File: src/rtl/serial_pkg.sv
// Shared types and constants for the serial frame receiver.
// Provides the FSM state enum, line levels and a clog2 helper.
package serial_pkg;

  typedef enum logic [2:0] {
    IDLE,
    DATA,
    PARITY,
    STOP,
    BREAK
  } state_t;

  localparam logic LINE_IDLE = 1'b1;
  localparam logic START_BIT = 1'b0;
  localparam logic STOP_BIT  = 1'b1;
  localparam int   DEFAULT_DATA_W = 8;

  function automatic int clog2(input int v);
    int r;
    r = 0;
    while ((1 << r) < v) r++;
    return r;
  endfunction

endpackage

File: src/rtl/serial_byte_rx_if.sv
// Ready/valid word channel out of the serial receiver.
// master: drives out/valid, takes ready; slave: the consumer.
interface serial_byte_rx_if #(
  parameter int DATA_W = 8
);
  logic [DATA_W-1:0] out;
  logic              valid;
  logic              ready;

  modport master (
    output out,
    output valid,
    input  ready
  );

  modport slave (
    input  out,
    input  valid,
    output ready
  );
endinterface

File: src/rtl/serial_shift_in.sv
// DATA_W-bit right shift register; new bit enters at the MSB.
// Ports: clk, rst_n, clr, en, din in; q out (LSB-first word).
module serial_shift_in #(
  parameter int DATA_W = 8
) (
  input  logic              clk,
  input  logic              rst_n,
  input  logic              clr,
  input  logic              en,
  input  logic              din,
  output logic [DATA_W-1:0] q
);

  always_ff @(posedge clk or negedge rst_n) begin
    if (!rst_n) begin
      q <= '0;
    end else if (clr) begin
      q <= '0;
    end else if (en) begin
      q <= {din, q[DATA_W-1:1]};
    end
  end

endmodule

File: src/rtl/serial_byte_rx.sv
// Bit-serial frame receiver with a one-word ready/valid buffer.
// Ports: clk, rst_n, in0 line; bus (out/valid/ready) master;
// frame_err, overrun pulses; parity_err with SERIAL_RX_PARITY_EN.
module serial_byte_rx
  import serial_pkg::*;
#(
  parameter int DATA_W = DEFAULT_DATA_W
) (
  input  logic             clk,
  input  logic             rst_n,
  input  logic             in0,
  serial_byte_rx_if.master bus,
  output logic             frame_err,
`ifdef SERIAL_RX_PARITY_EN
  output logic             parity_err,
`endif
  output logic             overrun
);

  localparam int CW = clog2(DATA_W);
  localparam logic [CW-1:0] LAST = CW'(DATA_W - 1);

  state_t            state;
  logic [CW-1:0]     bit_cnt;
  logic [DATA_W-1:0] word;
  logic              good;
  logic              ferr;
  logic              shift_en;
  logic              shift_clr;
`ifdef SERIAL_RX_PARITY_EN
  logic              pbad;
  logic              perr;
`endif

  assign shift_en  = (state == DATA);
  assign shift_clr = (state == IDLE) && (in0 == START_BIT);

  serial_shift_in #(
    .DATA_W(DATA_W)
  ) u_shift (
    .clk  (clk),
    .rst_n(rst_n),
    .clr  (shift_clr),
    .en   (shift_en),
    .din  (in0),
    .q    (word)
  );

  // Frame outcome is staged in good/ferr for one cycle, so the
  // buffer and error pulses all update on the edge after stop.
  always_ff @(posedge clk or negedge rst_n) begin
    if (!rst_n) begin
      state     <= IDLE;
      bit_cnt   <= '0;
      good      <= 1'b0;
      ferr      <= 1'b0;
      bus.out   <= '0;
      bus.valid <= 1'b0;
      frame_err <= 1'b0;
      overrun   <= 1'b0;
`ifdef SERIAL_RX_PARITY_EN
      pbad       <= 1'b0;
      perr       <= 1'b0;
      parity_err <= 1'b0;
`endif
    end else begin
      good      <= 1'b0;
      ferr      <= 1'b0;
      frame_err <= ferr;
      overrun   <= 1'b0;
`ifdef SERIAL_RX_PARITY_EN
      perr       <= 1'b0;
      parity_err <= perr;
`endif
      // A load on a handshake edge wins over the clear.
      if (good) begin
        if (!bus.valid || bus.ready) begin
          bus.out   <= word;
          bus.valid <= 1'b1;
        end else begin
          overrun <= 1'b1;
        end
      end else if (bus.valid && bus.ready) begin
        bus.valid <= 1'b0;
      end

      case (state)
        IDLE: begin
          if (in0 == START_BIT) begin
            state   <= DATA;
            bit_cnt <= '0;
          end
        end
        DATA: begin
          bit_cnt <= bit_cnt + 1'b1;
          if (bit_cnt == LAST) begin
            bit_cnt <= '0;
`ifdef SERIAL_RX_PARITY_EN
            state <= PARITY;
`else
            state <= STOP;
`endif
          end
        end
`ifdef SERIAL_RX_PARITY_EN
        PARITY: begin
          pbad  <= (^word) ^ in0;
          state <= STOP;
        end
`endif
        STOP: begin
          if (in0 == STOP_BIT) begin
            state <= IDLE;
`ifdef SERIAL_RX_PARITY_EN
            if (pbad) perr <= 1'b1;
            else      good <= 1'b1;
`else
            good <= 1'b1;
`endif
          end else begin
            ferr  <= 1'b1;
            state <= BREAK;
          end
        end
        // Wait out a held-low line so it is not
        // mistaken for a run of start bits.
        BREAK: begin
          if (in0 == LINE_IDLE) state <= IDLE;
        end
        default: state <= IDLE;
      endcase
    end
  end

endmodule

File: src/flat_wrapper.sv
// flat-port wrapper written by rule: the top's interface ports become plain ports
module serial_byte_rx_flat import serial_pkg::*;
#(
  parameter int DATA_W = DEFAULT_DATA_W
)
  (clk, rst_n, in0, frame_err, overrun, bus_out, bus_valid, bus_ready);
  serial_byte_rx_if #(.DATA_W(DATA_W)) bus_i ();
  input  logic clk;
  input  logic rst_n;
  input  logic in0;
  output logic frame_err;
  output logic overrun;
  output wire logic [$bits(bus_i.out)-1:0] bus_out;
  output wire logic [$bits(bus_i.valid)-1:0] bus_valid;
  input wire logic [$bits(bus_i.ready)-1:0] bus_ready;
  assign bus_out = bus_i.out;
  assign bus_valid = bus_i.valid;
  assign bus_i.ready = bus_ready;
  serial_byte_rx #(.DATA_W(DATA_W)) u_core (.clk(clk), .rst_n(rst_n), .in0(in0), .bus(bus_i), .frame_err(frame_err), .overrun(overrun));
endmodule
File: config.mk
export PLATFORM = sky130hd
export DESIGN_NAME = serial_byte_rx_flat
export DESIGN_NICKNAME = d
export VERILOG_FILES = /design/src/rtl/serial_pkg.sv /design/src/rtl/serial_byte_rx_if.sv /design/src/rtl/serial_shift_in.sv /design/src/rtl/serial_byte_rx.sv /design/src/flat_wrapper.sv
export SDC_FILE = /design/constraint.sdc
export NUM_CORES = 1
export LEC_CHECK = 0
export ABC_AREA = 0
export BUFFER_PORTS_ARGS = -buffer_cell sky130_fd_sc_hd__buf_2
export CORE_ASPECT_RATIO = 0.8
export CORE_MARGIN = 2
export CORE_UTILIZATION = 58
export DETAILED_ROUTE_END_ITERATION = 8
export PLACE_DENSITY = 0.81
export SYNTH_ARGS = -nofsm -noshare
export SYNTH_HDL_FRONTEND = slang
export SYNTH_HIERARCHICAL = 1
export SYNTH_SLANG_ARGS = --single-unit
File: constraint.sdc
create_clock -name clk -period 3 [get_ports clk]
set_clock_uncertainty 0.1 [all_clocks]
set_input_delay 0.15 -clock clk [delete_from_list [all_inputs] [get_ports clk]]
set_output_delay 0.15 -clock clk [all_outputs]
set_load 0.02 [all_outputs]
* Word level (Yosys, flattened, before mapping)
Index checks and enable logic that the tools add are counted.
** Storage, ports and cells
- Register bits after elaboration :: 27
- Output and inout bits :: 11
- Word-level logic and storage cells :: 50
** Cells by class
- Add/subtract/negate cells :: 1
- Equality and inequality tests :: 8
- Muxes and demuxes :: 19
- Bitwise gates (word level) :: 1
- Reduce and logical (&&, ||, !) cells :: 12
** Operator list (number)
- $mux 3 :: 6
- $mux 8 :: 2
- $pmux 3 s4 :: 1
- $mux 1 :: 9
- $ne 2x2->1 const B :: 4
- $eq 3x3->1 const B :: 2
- $pmux 3 s2 :: 1
- $reduce_and 2->1 :: 3
- $reduce_bool 2->1 :: 3
- $add 3x1->3 const B :: 1
- $eq 3x1->1 const B :: 1
- $eq 3x2->1 const B :: 1
- $logic_not 3->1 :: 1
- $reduce_and 3->1 :: 1
- $logic_and 1x1->1 :: 2
- $logic_not 1->1 :: 1
- $logic_or 1x1->1 :: 1
- $not 1->1 :: 1

* Longest topological paths before layout
- Depth in word-level cells :: 4
- Gate-level depth with buffers :: 5
- Depth with buffers taken out :: 4

* Modules after synthesis
Netlist, hierarchy kept.
** Modules (own cells, without submodules)
- serial_byte_rx :: times used 1, cells each 50, area an instance 728.2 um^2, sequential area each 475.5 um^2
- serial_shift_in :: times used 1, cells each 26, area an instance 325.3 um^2, sequential area each 200.2 um^2

* Worst setup path after synthesis
No wires, ideal clock.
- Path kind :: flip-flop to flip-flop
- Start :: register u_core.state[1]
- End :: register u_core.u_shift.q[7]
- Data arrival time :: 1069 ps
- Required time :: 2772 ps
- Slack :: 1702 ps
- Cell stages (with the launch flop) :: 6
- Path buffers :: 1
- Clock period less this slack :: 1298 ps
- Cell sequence :: dfrtp_1 > nor2_1 > and2_4 > buf_6 > mux2i_1 > nor2_1
** On the way
- Elaborated cells between the ends (all ways) :: 5
- Those cells by class :: 1 x eq/ne; 1 x mux; 3 x reduce/logical
** RTL lines
- from (decl) :: RTL line serial_byte_rx.sv:23 : state_t state;
- from (signal assigned) :: RTL line serial_byte_rx.sv:53 : state <= IDLE;
- from (signal assigned) :: RTL line serial_byte_rx.sv:90 : state <= DATA;
- from (signal assigned) :: RTL line serial_byte_rx.sv:101 : state <= STOP;
- $eq 3x1->1 :: RTL line serial_byte_rx.sv:35 : assign shift_en = (state == DATA);
- via u_core.shift_en :: RTL line serial_byte_rx.sv:28 : logic shift_en;
- $reduce_bool 2->1 (no line)
- to (signal assigned) :: RTL line serial_shift_in.sv:20 : q <= {din, q[DATA_W-1:1]};
- to (decl) :: RTL line serial_shift_in.sv:11 : output logic [DATA_W-1:0] q
The timed path passes the listed nets, and every way through them passes these cells.
A chain may end at the register's enable or synchronous reset.

* Worst setup path after layout
- Start :: input port in0
- End :: register u_core.u_shift.q[6]
** On the way
- Longest elaborated chain between the ends :: 3
- Elaborated cells between the ends (all ways) :: 4
- Those cells by class :: 1 x mux; 1 x bitwise; 2 x reduce/logical
** Ends and longest elaborated chain
- from (decl) :: RTL line flat_wrapper.sv:10 : input logic in0;
- $not 1->1 * :: RTL line serial_byte_rx.sv:36 : assign shift_clr = (state == IDLE) && (in0 == START_BIT);
- $logic_and 1x1->1 * :: RTL line serial_byte_rx.sv:36
- via u_core.shift_clr :: RTL line serial_byte_rx.sv:29 : logic shift_clr;
- $mux 8 / $reduce_bool 2->1 (equally long branches)
Mark *: on every way through the listed nets, which the timed path passes. The rest lies on a longest branch.

==> results.toml <==
[status]
outcome = "complete, no violations"

[logic_synthesis]
net_count_synth = 82
ys_seq_area_share_pct = 64.1
synth_top_cell_area_share_pct = 64.1
synth.ff_latch_count = 27
synth-xor-area-share_pct = 0
synth.area.mux_share_pct = 16.2
combinational_family_with_the_most_area_after_synthesis = "multiplexers"
netlist_instances = 76
synthesis.area_per_instance_um2 = 13.9
yosys.area_share.adder_pct = 2.38
synthesis.yosys.warnings = 6
netlist_area_um2 = 1050
synth_top_area_cell = "sky130_fd_sc_hd__dfrtp_1"
area_fraction_in_compound_gates_after_synthesis_pct = 3.80
yosys.area_share.simple_pct = 11.0
synth_cell_types = 19
ys_top_cells_by_area = "sky130_fd_sc_hd__dfrtp_1 64%, sky130_fd_sc_hd__mux2_2 8.6%, sky130_fd_sc_hd__mux2i_1 7.6%"

[floorplan]
die_h_um = 42.1
fp.dieArea_um2 = 2180
chipWidth_um = 51.7
ioPinCount = 15
initial_utilization_pct = 63.5
core_area_um2 = 1660
placementRows = 13

[routing]
post_drt_via_cell_ratio = 5.20
wl_um = 1450
drt-wirelength-per-cell_um = 12.4
total_number_of_vias = 608
detail_route.iter0.violations = 1
drt_pass1_iterations = 3
route.antenna.remaining_nets = 0
detail_route.drc_violations = 0

[pwr]
leakagePower_nw = 0.648
fin_total_pwr_mw = 1.20
powerDensity_nw_per_um2 = 1010
vdd_ir_drop_max_mv = 0.619

[clocking]
ctsHtreeMaxLevel = 1
clockBufferDepth = 2
cts_buf_count = 3
cts_root_buf = "sky130_fd_sc_hd__clkbuf_4"
worst_skew_pair.late_latency_ps = 320
post_cts_resized = 0
postcts_setup_bufs = 0
holdBufCountCts = 3
worst_setup_hold_path_clk_slew_ps = 130
clock_sinks = 27
tritoncts = "yes"

[final_layout]
area.growth.synth_to_final_pct = 13.3
drive_gt1_share_pct = 32.6
design.final.nets = 102
antenna_cells = 0

[sta]
tightest_slew_ps = 988
setup_viol = 0
number_of_max_slew_violations_in_the_final_report = 0
timing.fmax_ghz = 0.584
finalHoldViolCount = 0
finalCriticalPeriod_ps = 1710
min_period_over_period_pct = 57.1
relSlewSlack_pct = 33.6
final.setup.tns_ps = 0
setup_repair_after_global_routing_missed_its_margin = "false"

[min_path]
kind_of_path_behind_the_tightest_hold_check = "in2async"

[critical_path]
worst_r2r_startpoint = "u_core/state[1]$_DFFE_PN0P_"
critical_path_peak_fanout = 8
cp.arrival_ps = 1780
endpoint = "u_core/u_shift/q[6]$_DFFE_PN0P_"
r2r_end = "u_core/u_shift/q[6]$_DFFE_PN0P_"
worst_path_required_time_ps = 3060
path_class = "in2reg"
worstSetupEndpointType = "register"
startpoint = "in0"
worst_setup_path_start_kind = "input port"
rrSetupSlack_ps = 1330
rr_worst_depth = 2

[global_routing]
grt_overflow = 0
grt_first_pass_wirelength_um = 2660
grt_max_degree = 28
antenna_found_initial = 0
first_global_vias = 627
groute.usage.overall_pct = 16.7

[placement]
detailed_placer_s_ending_hpwl_um = 1050
routabilityCongestion = 0.720
numPortBuffers = 14

[job]
maxCapViolations = 0
[synthesized netlist by cell type (all sizes together)]
library cell	number
nor4	1
buf	2
dfrtp	27
a22o	3
mux2i	8
a21oi	1
mux2	8
o21ai	1
nand3b	1
nand2b	1
nor2	13
and4bb	1
and2	1
ha	2
or3b	1
inv	3
nand2	2
[worst min path at each step]
stage	to	slack (ps)	cells past startpoint
4_1_cts	u_core/state[2]$_DFFE_PN0P_	250	2
3_3_place_gp	u_core/bit_cnt[1]$_DFFE_PN0P_	70	1
6_report	u_core/state[2]$_DFFE_PN0P_	230	2
3_5_place_dp	u_core/bit_cnt[1]$_DFFE_PN0P_	80	1
5_1_grt	u_core/state[2]$_DFFE_PN0P_	280	2
2_1_floorplan	u_core/bit_cnt[0]$_DFFE_PN0P_	-250	0
[state kept, by name (all words and copies together) (netlist names)]
signal / cells
u_core/bus.out: 8
u_core/u_shift/q: 8
u_core/bit_cnt: 3
u_core/state: 3
u_core/bus.valid: 1
u_core/ferr: 1
u_core/frame_err: 1
u_core/good: 1
u_core/overrun: 1
[worst max-delay path, cell delays in order]
cell	delay, ps
sky130_fd_sc_hd__dlygate4sd3_1	530
sky130_fd_sc_hd__buf_2	150
sky130_fd_sc_hd__nor4_1	810
sky130_fd_sc_hd__nor2_1	140
[through the flow]
stage	worst slack (ps)	hold slack (ps)	std cells	cell area, um2	util [%]
2_1_floorplan	1700	-246	76	1050	-
3_3_place_gp	1310	71.6	110	1140	68.5
3_5_place_dp	1310	78.9	110	1140	68.5
4_1_cts	1220	251	117	1190	71.9
5_1_grt	982	283	117	1190	71.9
6_report	1290	234	117	1190	71.9
[placed cells by master, fill, tap and decap left out, types with 2 or more instances in the layout]
| master | count |
|---|---|
| sky130_fd_sc_hd__dlygate4sd3_1 | 3 |
| sky130_fd_sc_hd__clkbuf_4 | 3 |
| sky130_fd_sc_hd__buf_2 | 14 |
| sky130_fd_sc_hd__mux2i_1 | 8 |
| sky130_fd_sc_hd__mux2_2 | 8 |
| sky130_fd_sc_hd__a22o_1 | 3 |
| sky130_fd_sc_hd__nor2_1 | 13 |
| sky130_fd_sc_hd__ha_1 | 2 |
| sky130_fd_sc_hd__inv_1 | 3 |
| sky130_fd_sc_hd__dfrtp_1 | 27 |
[power breakdown]
part	internal, mW	total [mW]	switching, mW	leakage, nW
clock network	0.0499	0.147	0.0971	0.0177
logic	0.224	0.467	0.244	0.285
registers	0.504	0.590	0.0856	0.346
[layout make-up]
class / instances / area, um2
flip-flops and latches: 27 / 676
multi-input cells: 44 / 352
well taps: 22 / 27.5
clock buffers: 3 / 22.5
clock inverters: 1 / 5.00
inverters: 3 / 11.3
fillers: 126 / 465
repair buffers: 17 / 100
[cell families (layout without fill, tap and decap cells)]
logic type / after synthesis / after routing
adder cells (fa/ha/maj): 2 / 2
buffers and inverters: 5 / 24
multiplexers: 16 / 16
flip-flops: 27 / 27
AO/OA/AOI/OAI: 5 / 5
AND/OR/NAND/NOR: 21 / 21
[layer usage]
| layer | part of all wire, % | vias to the layer above | GRT usage (%) |
|---|---|---|---|
| met5 | 0 | - | 0 |
| met2 | 48 | 14 | 26.9 |
| met3 | 5.5 | 2 | 6.43 |
| li1 | - | 296 | - |
| met4 | 1.2 | 0 | 3.16 |
| met1 | 45 | 296 | 21.8 |
Note: power is estimated with default switching activity, not from simulation.
